==> src/rtl/dst_memory_writer.sv <==
// rtl/dst_memory_writer.sv - buffered result writer into an 8x8 destination memory with read-back and sweep-clear
// Optional macro DST_MEM_FORWARD_EN: read port becomes write-first for same-cycle commits and clears.
module dst_memory_writer #(
   parameter int DATA_W     = 8,
   parameter int ADDR_W     = 3,
   parameter int FIFO_DEPTH = 2
) (
   input  logic              clk,
   input  logic              rst,
   input  logic              wr_valid,
   output logic              wr_ready,
   input  logic [ADDR_W-1:0] dst_addr,
   input  logic [DATA_W-1:0] dst_value,
   input  logic              clr_req,
   input  logic [ADDR_W-1:0] rd_addr,
   output logic [DATA_W-1:0] rd_value,
   output logic              busy,
   output logic [7:0]        commit_count
);

   localparam int DEPTH  = 1 << ADDR_W;
   localparam int FIDX_W = (FIFO_DEPTH > 2) ? $clog2(FIFO_DEPTH) : 1;
   localparam int PTR_W  = FIDX_W + 1;

   localparam logic       ST_IDLE  = 1'b0;
   localparam logic       ST_CLEAR = 1'b1;
   localparam logic [ADDR_W-1:0] SWEEP_LAST = ADDR_W'(DEPTH - 1);

   logic              state_q, state_d;
   logic [ADDR_W-1:0] sweep_q, sweep_d;
   logic [PTR_W-1:0]  wptr_q, wptr_d, rptr_q, rptr_d;
   logic [ADDR_W-1:0] fifo_addr_q [FIFO_DEPTH];
   logic [ADDR_W-1:0] fifo_addr_d [FIFO_DEPTH];
   logic [DATA_W-1:0] fifo_data_q [FIFO_DEPTH];
   logic [DATA_W-1:0] fifo_data_d [FIFO_DEPTH];
   logic [DATA_W-1:0] mem_q [DEPTH];
   logic [DATA_W-1:0] mem_d [DEPTH];
   logic [DATA_W-1:0] rd_value_q, rd_value_d;
   logic [7:0]        commit_count_q, commit_count_d;

   logic              fifo_full, fifo_empty, accept, commit, clearing;
   logic [ADDR_W-1:0] head_addr;
   logic [DATA_W-1:0] head_data;

   assign fifo_empty = (wptr_q == rptr_q);
   assign fifo_full  = (wptr_q[FIDX_W-1:0] == rptr_q[FIDX_W-1:0]) &&
                       (wptr_q[PTR_W-1] != rptr_q[PTR_W-1]);
   assign accept     = wr_valid && !fifo_full;
   assign clearing   = (state_q == ST_CLEAR);
   // A clear request beats a pending commit; the entry waits in the FIFO.
   assign commit     = (state_q == ST_IDLE) && !clr_req && !fifo_empty;
   assign head_addr  = fifo_addr_q[rptr_q[FIDX_W-1:0]];
   assign head_data  = fifo_data_q[rptr_q[FIDX_W-1:0]];

   assign wr_ready     = !fifo_full;
   assign busy         = !fifo_empty || clearing;
   assign rd_value     = rd_value_q;
   assign commit_count = commit_count_q;

   always_comb begin
      state_d        = state_q;
      sweep_d        = sweep_q;
      wptr_d         = wptr_q;
      rptr_d         = rptr_q;
      fifo_addr_d    = fifo_addr_q;
      fifo_data_d    = fifo_data_q;
      mem_d          = mem_q;
      commit_count_d = commit_count_q;

      if (accept) begin
         fifo_addr_d[wptr_q[FIDX_W-1:0]] = dst_addr;
         fifo_data_d[wptr_q[FIDX_W-1:0]] = dst_value;
         wptr_d = wptr_q + PTR_W'(1);
      end

      if (clearing) begin
         mem_d[sweep_q] = '0;
         sweep_d        = sweep_q + ADDR_W'(1);
         if (sweep_q == SWEEP_LAST) begin
            state_d = ST_IDLE;
         end
      end else if (clr_req) begin
         state_d = ST_CLEAR;
         sweep_d = '0;
      end else if (commit) begin
         mem_d[head_addr] = head_data;
         rptr_d           = rptr_q + PTR_W'(1);
         commit_count_d   = commit_count_q + 8'd1;
      end
   end

   always_comb begin
      rd_value_d = mem_q[rd_addr];
`ifdef DST_MEM_FORWARD_EN
      if (commit && (head_addr == rd_addr)) begin
         rd_value_d = head_data;
      end else if (clearing && (sweep_q == rd_addr)) begin
         rd_value_d = '0;
      end
`endif
   end

   always_ff @(posedge clk or posedge rst) begin
      if (rst) begin
         state_q        <= ST_IDLE;
         sweep_q        <= '0;
         wptr_q         <= '0;
         rptr_q         <= '0;
         fifo_addr_q    <= '{default: '0};
         fifo_data_q    <= '{default: '0};
         mem_q          <= '{default: '0};
         rd_value_q     <= '0;
         commit_count_q <= '0;
      end else begin
         state_q        <= state_d;
         sweep_q        <= sweep_d;
         wptr_q         <= wptr_d;
         rptr_q         <= rptr_d;
         fifo_addr_q    <= fifo_addr_d;
         fifo_data_q    <= fifo_data_d;
         mem_q          <= mem_d;
         rd_value_q     <= rd_value_d;
         commit_count_q <= commit_count_d;
      end
   end

endmodule
==> config.mk <==
export PLATFORM = sky130hd
export DESIGN_NAME = dst_memory_writer
export DESIGN_NICKNAME = d
export VERILOG_FILES = /design/src/rtl/dst_memory_writer.sv
export SDC_FILE = /design/constraint.sdc
export NUM_CORES = 1
export LEC_CHECK = 0
export ABC_AREA = 0
export CORE_ASPECT_RATIO = 0.8
export CORE_UTILIZATION = 55
export CTS_BUF_LIST = sky130_fd_sc_hd__clkbuf_16
export CTS_CLUSTER_DIAMETER = 150
export DETAILED_ROUTE_END_ITERATION = 8
export HOLD_SLACK_MARGIN = 0.15
export PLACE_DENSITY = 0.72
export SLEW_MARGIN = 20
export SYNTH_ARGS = -nofsm -noshare
export SYNTH_HDL_FRONTEND = slang
export SYNTH_SLANG_ARGS = --single-unit
==> constraint.sdc <==
create_clock -name clk -period 6.9 [get_ports clk]
set_input_delay 2.07 -clock clk [delete_from_list [all_inputs] [get_ports clk]]
set_output_delay 2.07 -clock clk [all_outputs]
set_load 0.02 [all_outputs]
==> impl_summary.log, run 1 <==
INFO  metric post_synth.cell_area_avg = 13.2 sq um
INFO  metric ctsHoldBuffers = 0
INFO  metric mostFrequentLayoutCell = dfrtp_1
INFO  metric worst-slew-pin-transition = 0.978 ns
INFO  metric report.final.setup_viol = 0
INFO  metric ant_nets = 0
INFO  metric grt_max_degree = 70
INFO  metric min-delay-path-class = flop to flop
INFO  metric synth-xor-area-share = 2.37%
INFO  metric crit_path_end_kind = output pin
INFO  metric drt-total-wl = 10400 microns
INFO  metric synthDominantCellAreaShare = 54.3%
INFO  metric yosys.area_share.adder = 0.740%
INFO  metric critical_path.startpoint_type = flop
INFO  metric muxShareOfSynthArea = 28.6%
INFO  metric tritoncts = done
INFO  metric post_drt_wl_per_cell = 19.3 microns
INFO  metric port_buffers = 35
INFO  metric switching_power = 0.000984 W
INFO  metric layout-area-overhead-vs-synth = 14.6%
INFO  metric crit_type = flop to output pin
INFO  metric seq_power_share = 44.7%
INFO  metric rows = 30
INFO  metric grt_pass1_vias = 3180
INFO  metric commonest_cells_after_routing_fill_and_taps_aside = dfrtp_1 (110), nand2_1 (77), mux2i_1 (73), clkdlybuf4s50_1 (35), mux2_2 (31)
INFO  metric critical-path-slowest-cell = dfrtp_1
INFO  metric worstRegToRegCells = 4
INFO  metric p_comb_share = 35.8%
INFO  metric detail_route.iter0.violations = 184
INFO  metric rr_startpoint = rptr_q[0]
INFO  metric post_synth_inst_count = 385
INFO  metric insertedDiodeCount = 0
INFO  metric reg2reg_slack = 4.46 ns
INFO  metric postCtsResizedCells = 0
INFO  metric dr_total_vias = 3153
INFO  metric pwr-share-clk = 19.5%
INFO  metric worst_ep_arrival_time = 2.46 ns
INFO  metric top_usage_layer = met2
INFO  metric timing.critical_path.cells = xor2_2, or3_1, clkdlybuf4s50_1
INFO  metric power_density = 457 mW/mm^2
INFO  metric holdCritStartpoint = commit_count[7]
INFO  metric yosys.area_share.simple = 10.5%
INFO  metric chipWidth = 109 microns
INFO  metric die_h = 87.9 microns
INFO  metric cts_made_buffers = 9
INFO  metric seq_area_frac_synth = 54.3%
INFO  metric hold_depth = 1
INFO  metric number_of_sinks_handled_by_clock_tree_synthesis = 110
INFO  metric synth_area = 0.00507 sq mm
INFO  metric fillCellCount = 668
INFO  metric period_needed = 4.53 ns
INFO  metric sw_share = 37.1%
INFO  metric antenna_violations_before_repair = 0
INFO  metric slew_violations = 0
INFO  metric yosys_register_bits = 110
INFO  metric dominant_combinational_cell_family_by_area_after_synthesis = multiplexers
INFO  metric vdd.ir_drop.worst = 0.272 mV
INFO  metric required_time_of_the_critical_path = 4.83 ns
INFO  metric nets = 442
INFO  metric clock_pin_transition_on_the_worst_setup_and_hold_timing_paths = 0.07 ns
INFO  metric timing.hold.worst_endpoint = commit_count[7]
INFO  metric drc = 0
INFO  metric use_met2 = 37.0%
INFO  metric finalHoldViolations = 0
INFO  metric drv_cap = 0
INFO  metric finalSetupTns = 0 ns
INFO  metric global_route.usage.total = 24.9%
INFO  metric design.core.area = 0.00871 sq mm
INFO  metric first_pass_grt_wire_length = 17200 microns
INFO  metric yosys.area.top_type = dfrtp_1
INFO  metric cts_setup_buffers = 0
INFO  metric gr-total-overflow = 0
INFO  metric clock_tree.buffer_depth = 2
INFO  metric layout-drive-gt1-share = 18.5%
INFO  metric rsz0062_at_grt = false
INFO  metric hpwl = 7220 microns
INFO  metric synth.yosys.warnings = 0
INFO  metric die-area = 0.00961 sq mm
INFO  metric distinct_cells_synth = 37
INFO  metric clk_latency = 0.35 ns
INFO  metric ioPinCount = 36
INFO  metric syn_nets = 406
INFO  metric cell_internal_pwr = 0.00167 W
INFO  metric crit_path_start = rptr_q[0]
INFO  metric post_drt_via_cell_ratio = 5.86
INFO  metric synth_compound_area_share = 1.92%
INFO  metric worst_clk_skew = 0.00596 ns
INFO  metric cts-root-buf = clkbuf_16
INFO  metric worst_reg2reg_path_endpoint = mem_q[14]
INFO  metric number_of_search_and_repair_iterations_in_the_first_detailed_routing_pass = 5
INFO  metric highest_cell_delay_on_the_worst_timing_path = 0.97 ns
INFO  metric met1_usage = 35.8%
INFO  metric grtUsageMet3 = 7.66%
INFO  metric worst-path-max-fanout = 23
INFO  metric ys_top_cells_by_area = dfrtp_1 (54%), mux2i_1 (14%), mux4_2 (7.1%)
INFO  metric timing.slew.headroom = 34.6%
INFO  metric max_freq = 221 MHz
INFO  metric run_status = finished, final reports clean
INFO  metric fin_crit_sh = 65.7%
INFO  metric htree_levels = 3
INFO  metric power.leakage = 2.55 nW
INFO  metric fin_util = 66.7%
INFO  metric floorplan.initialDensity = 58.2%
INFO  metric place_congestion = 0.782
-- worst max-delay path, delay by kind of cell, from the launching register on --
family                 cells  cell delay, ns
buffers and inverters      1            0.54
flip-flops                 1            0.97
AND/OR/NAND/NOR            1            0.36
XOR/XNOR                   1            0.24
-- layout make-up --
| type | count | area, sq um | area share (%) |
|---|---|---|---|
| clock buffer | 9 | 225 | 3.88 |
| clock inverter | 7 | 72.6 | 1.25 |
| inverter | 3 | 13.8 | 0.237 |
| multi-input combinational | 260 | 2240 | 38.6 |
| sequential | 110 | 2750 | 47.4 |
| tap | 112 | 140 | 2.41 |
| timing repair buffer | 37 | 365 | 6.29 |
-- worst max-delay path by stage --
stage             endpoint  depth (start not counted)
6_report              busy                          3
5_1_grt               busy                          3
4_1_cts               busy                          3
3_5_place_dp   rd_value[1]                          3
3_3_place_gp   rd_value[7]                          3
2_1_floorplan     clearing                          1
-- metrics by stage --
stage	hold slack, ns	total power [W]	setup slack [ns]	instances	area, sq um
3_3_place_gp	0.456	0.00211	2.76	522	5510
2_1_floorplan	0.458	0.00183	1.93	385	5070
6_report	0.463	0.00266	2.37	538	5810
5_1_grt	0.485	0.00283	2.24	538	5810
3_5_place_dp	0.462	0.00215	2.67	522	5510
4_1_cts	0.472	0.00267	2.35	538	5810
-- power by group through the flow --
stage | clock [W] | sequential (W) | combinational [W]
floorplan | 0 | 0.00113 | 0.000700
global placement | 0 | 0.00119 | 0.000918
detailed placement | 0 | 0.00119 | 0.000958
CTS | 0.000529 | 0.00118 | 0.000960
global route | 0.000550 | 0.00123 | 0.00105
finish | 0.000517 | 0.00119 | 0.000951
-- routing by layer --
layer,part of all wire [%],up-vias
met3,7.7,11
met5,0,-
li1,-,1429
met2,45,104
met4,0.88,0
met1,46,1609
-- synth_stat cells (all sizes together) --
library cell and number:
a21bo 1, a21oi 3, a32oi 1, and3 2
and4 1, buf 11, clkbuf 1, dfrtp 110
ha 3, inv 3, mux2 32, mux2i 73
mux4 16, nand2 77, nand2b 4, nand3 7
nand3b 1, nand4 4, nor2 10, nor2b 3
nor3 1, o211ai 2, o21a 1, o21ai 4
o32a 1, or3 1, xnor2 6, xor2 6
-- state kept, by name, indices dropped and copies added (netlist names) --
register	flops
mem_q	64
commit_count	8
rd_value	8
sweep_q	3
fifo_data_q	16
wptr_q	2
fifo_addr_q	6
rptr_q	2
clearing	1
-- cells by family (layout without fill, tap and decap cells) --
kind of cell               count (synthesis)  count (layout)
and+or+nand+nor                          111             111
AOI/OAI and AO/OA                         13              13
muxes                                    121             121
xor gates and xnor gates                  12              12
adders and majority gates                  3               3
DFF                                      110             110
buffers and inverters                     15              56
No activity file was read; power rests on OpenSTA's default activity.
==> run 2, diff against run 1 <==
==> constraint.sdc (replaced) <==
create_clock -name clk -period 4.43 [get_ports clk]
set_input_delay 1.329 -clock clk [delete_from_list [all_inputs] [get_ports clk]]
set_output_delay 1.329 -clock clk [all_outputs]
set_load 0.02 [all_outputs]
==> impl_summary.log, run 2 (synthesis results as in run 1) <==
INFO  metric drt-total-wl = 10800 microns
INFO  metric number_of_search_and_repair_iterations_in_the_first_detailed_routing_pass = 4
INFO  metric insertedDiodeCount = 0
INFO  metric placed_area = 0.00556 sq mm
INFO  metric finalHoldViolations = 0
INFO  metric max_ffs_per_register = 64
INFO  metric fin_area = 0.00587 sq mm
INFO  metric rsz0062_at_grt = false
INFO  metric grt_max_degree = 50
INFO  metric sequential_cell_area = 0.00275 sq mm
INFO  metric multiInputGateArea = 0.00224 sq mm
INFO  metric chipWidth = 109 microns
INFO  metric post_drt_via_cell_ratio = 5.78
INFO  metric cts_setup_buffers = 0
INFO  metric crit_type = flop to output pin
INFO  metric required_time_of_the_critical_path = 3.10 ns
INFO  metric largest_registers = mem_q (64), fifo_data_q (16)
INFO  metric crit_path_end_kind = output pin
INFO  metric die-area = 0.00961 sq mm
INFO  metric antenna_violations_before_repair = 0
INFO  metric clk_latency = 0.35 ns
INFO  metric tritoncts = done
INFO  metric floorplan.initialDensity = 58.2%
INFO  metric min-delay-path-class = flop to flop
INFO  metric critPathBufInv = 1
INFO  metric gr-total-overflow = 0
INFO  metric layout-area-overhead-vs-synth = 15.8%
INFO  metric grt_pass1_vias = 3218
INFO  metric vdd.ir_drop.worst = 0.377 mV
INFO  metric post_drt_wl_per_cell = 19.9 microns
INFO  metric worst_setup_slack_final = 0.620 ns
INFO  metric ant_nets = 0
INFO  metric fin_crit_sh = 86.0%
INFO  metric placedCellCount = 528
INFO  metric worst_ep_arrival_time = 2.48 ns
INFO  metric ioPinCount = 36
INFO  metric worst-path-max-fanout = 23
INFO  metric highest_cell_delay_on_the_worst_timing_path = 0.98 ns
INFO  metric clock_pin_transition_on_the_worst_setup_and_hold_timing_paths = 0.07 ns
INFO  metric detail_route.iter0.violations = 211
INFO  metric layout-drive-gt1-share = 19.4%
INFO  metric postCtsResizedCells = 0
INFO  metric report.final.setup_viol = 0
INFO  metric critical-path-slowest-cell = dfrtp_1
INFO  metric fillCellCount = 661
INFO  metric slew_violations = 0
INFO  metric power.leakage = 2.59 nW
INFO  metric timing.critical_path.max_delay_family = flip-flops
INFO  metric port_buffers = 35
INFO  metric htree_levels = 3
INFO  metric ctsHoldBuffers = 0
INFO  metric worst_clk_skew = 0.00613 ns
INFO  metric drc = 0
INFO  metric mostFrequentLayoutCell = dfrtp_1
INFO  metric dp_worst_setup_slack = 1.00 ns
INFO  metric cts_made_buffers = 9
INFO  metric critical_path.startpoint_type = flop
INFO  metric nets = 448
INFO  metric cts-root-buf = clkbuf_16
INFO  metric instances_no_fill = 544
INFO  metric timing.critical_path.cells = xor2_2, or3_1, clkdlybuf4s50_1
INFO  metric rows = 30
INFO  metric finalSetupTns = 0 ns
INFO  metric timing.slew.headroom = 35.1%
INFO  metric drv_cap = 0
INFO  metric registers.top_by_ff_count = mem_q
INFO  metric run_status = finished, final reports clean
INFO  metric place_congestion = 0.778
INFO  metric power_density = 716 mW/mm^2
INFO  metric max_freq = 262 MHz
INFO  metric period_needed = 3.81 ns
INFO  metric first_pass_grt_wire_length = 17500 microns
INFO  metric die_h = 87.9 microns
INFO  metric dr_total_vias = 3147
INFO  metric commonest_cells_after_routing_fill_and_taps_aside = dfrtp_1 (110), nand2_1 (77), mux2i_1 (73), clkdlybuf4s50_1 (35), mux2_2 (31)
INFO  metric hpwl = 7370 microns
INFO  metric design.core.area = 0.00871 sq mm
INFO  metric global_route.usage.total = 25.5%
INFO  metric clock_tree.buffer_depth = 2
INFO  metric number_of_sinks_handled_by_clock_tree_synthesis = 110
INFO  metric worst-slew-pin-transition = 0.973 ns
[run 2: cell types whose count changed in the layout (fill, tap and decap cells not counted)]
cell | before | now
buf_4 | 2 | 8
bufinv_16 | 1 | 2
clkinv_4 | 1 | 0
inv_1 | 2 | 3
inv_6 | 2 | 1
[run 2: per-layer routing]
metal  GRT usage (%)  wire length, microns  vias to the layer above
met2            38.0                  4850                       77
met4            6.91                   104                        0
met1            37.8                  5300                     1627
met3            6.10                   582                        9
li1                -                     -                     1434
met5               0                     0                        -
[run 2: worst register-to-register path, cell delays in order, from the launching register on]
cell	delay (ns)
dfrtp_1	0.98
xor2_2	0.32
o21a_2	0.36
nand3_2	0.39
mux2i_1	0.24
[run 2: report_power, final]
group	internal [W]	switching (W)	leakage, nW
clock network	0.000493	0.000361	0.155
logic	0.000694	0.000813	0.993
registers	0.00147	0.000374	1.44
total	0.00266	0.00155	2.59
[run 2: area by class of cell]
cell class,instances,area share (%)
clock inverters,7,1.51
flip-flops and latches,110,46.9
clock buffers,9,3.84
inverters,3,0.234
repair buffers,43,6.99
well taps,112,2.39
multi-input cells,260,38.2
[run 2: stage by stage]
step	hold WS, ns	total power (W)	util [%]
2_1_floorplan	0.458	0.00284	-
3_3_place_gp	0.457	0.00329	63.8
3_5_place_dp	0.465	0.00335	63.8
4_1_cts	0.473	0.00422	67.4
5_1_grt	0.508	0.00445	67.4
6_report	0.475	0.00421	67.4
[run 2: worst paths after layout]
path / slack (ns) / depth (start not counted) / end / start
hold reg to reg: 0.47 / 1 / commit_count[7] / commit_count[7]
max in group asynchronous: 2.25 / 3 / mem_q[61] / rst
setup / recovery: 0.62 / 3 / busy / rptr_q[0]
hold / removal: 0.47 / 1 / commit_count[7] / commit_count[7]
min in group asynchronous: 1.42 / 2 / commit_count[5] / rst
setup reg to reg: 1.96 / 4 / mem_q[10] / rptr_q[0]
==> run 3, diff against run 2 <==
--- a/config.mk
+++ b/config.mk
@@ -10,6 +10,7 @@
 export CORE_UTILIZATION = 55
 export CTS_BUF_LIST = sky130_fd_sc_hd__clkbuf_16
 export CTS_CLUSTER_DIAMETER = 150
+export CTS_CLUSTER_SIZE = 14
 export DETAILED_ROUTE_END_ITERATION = 8
 export HOLD_SLACK_MARGIN = 0.15
 export PLACE_DENSITY = 0.72
==> results of run 3 <==
No change in the layout: final DEF, timing and power equal those of run 2.
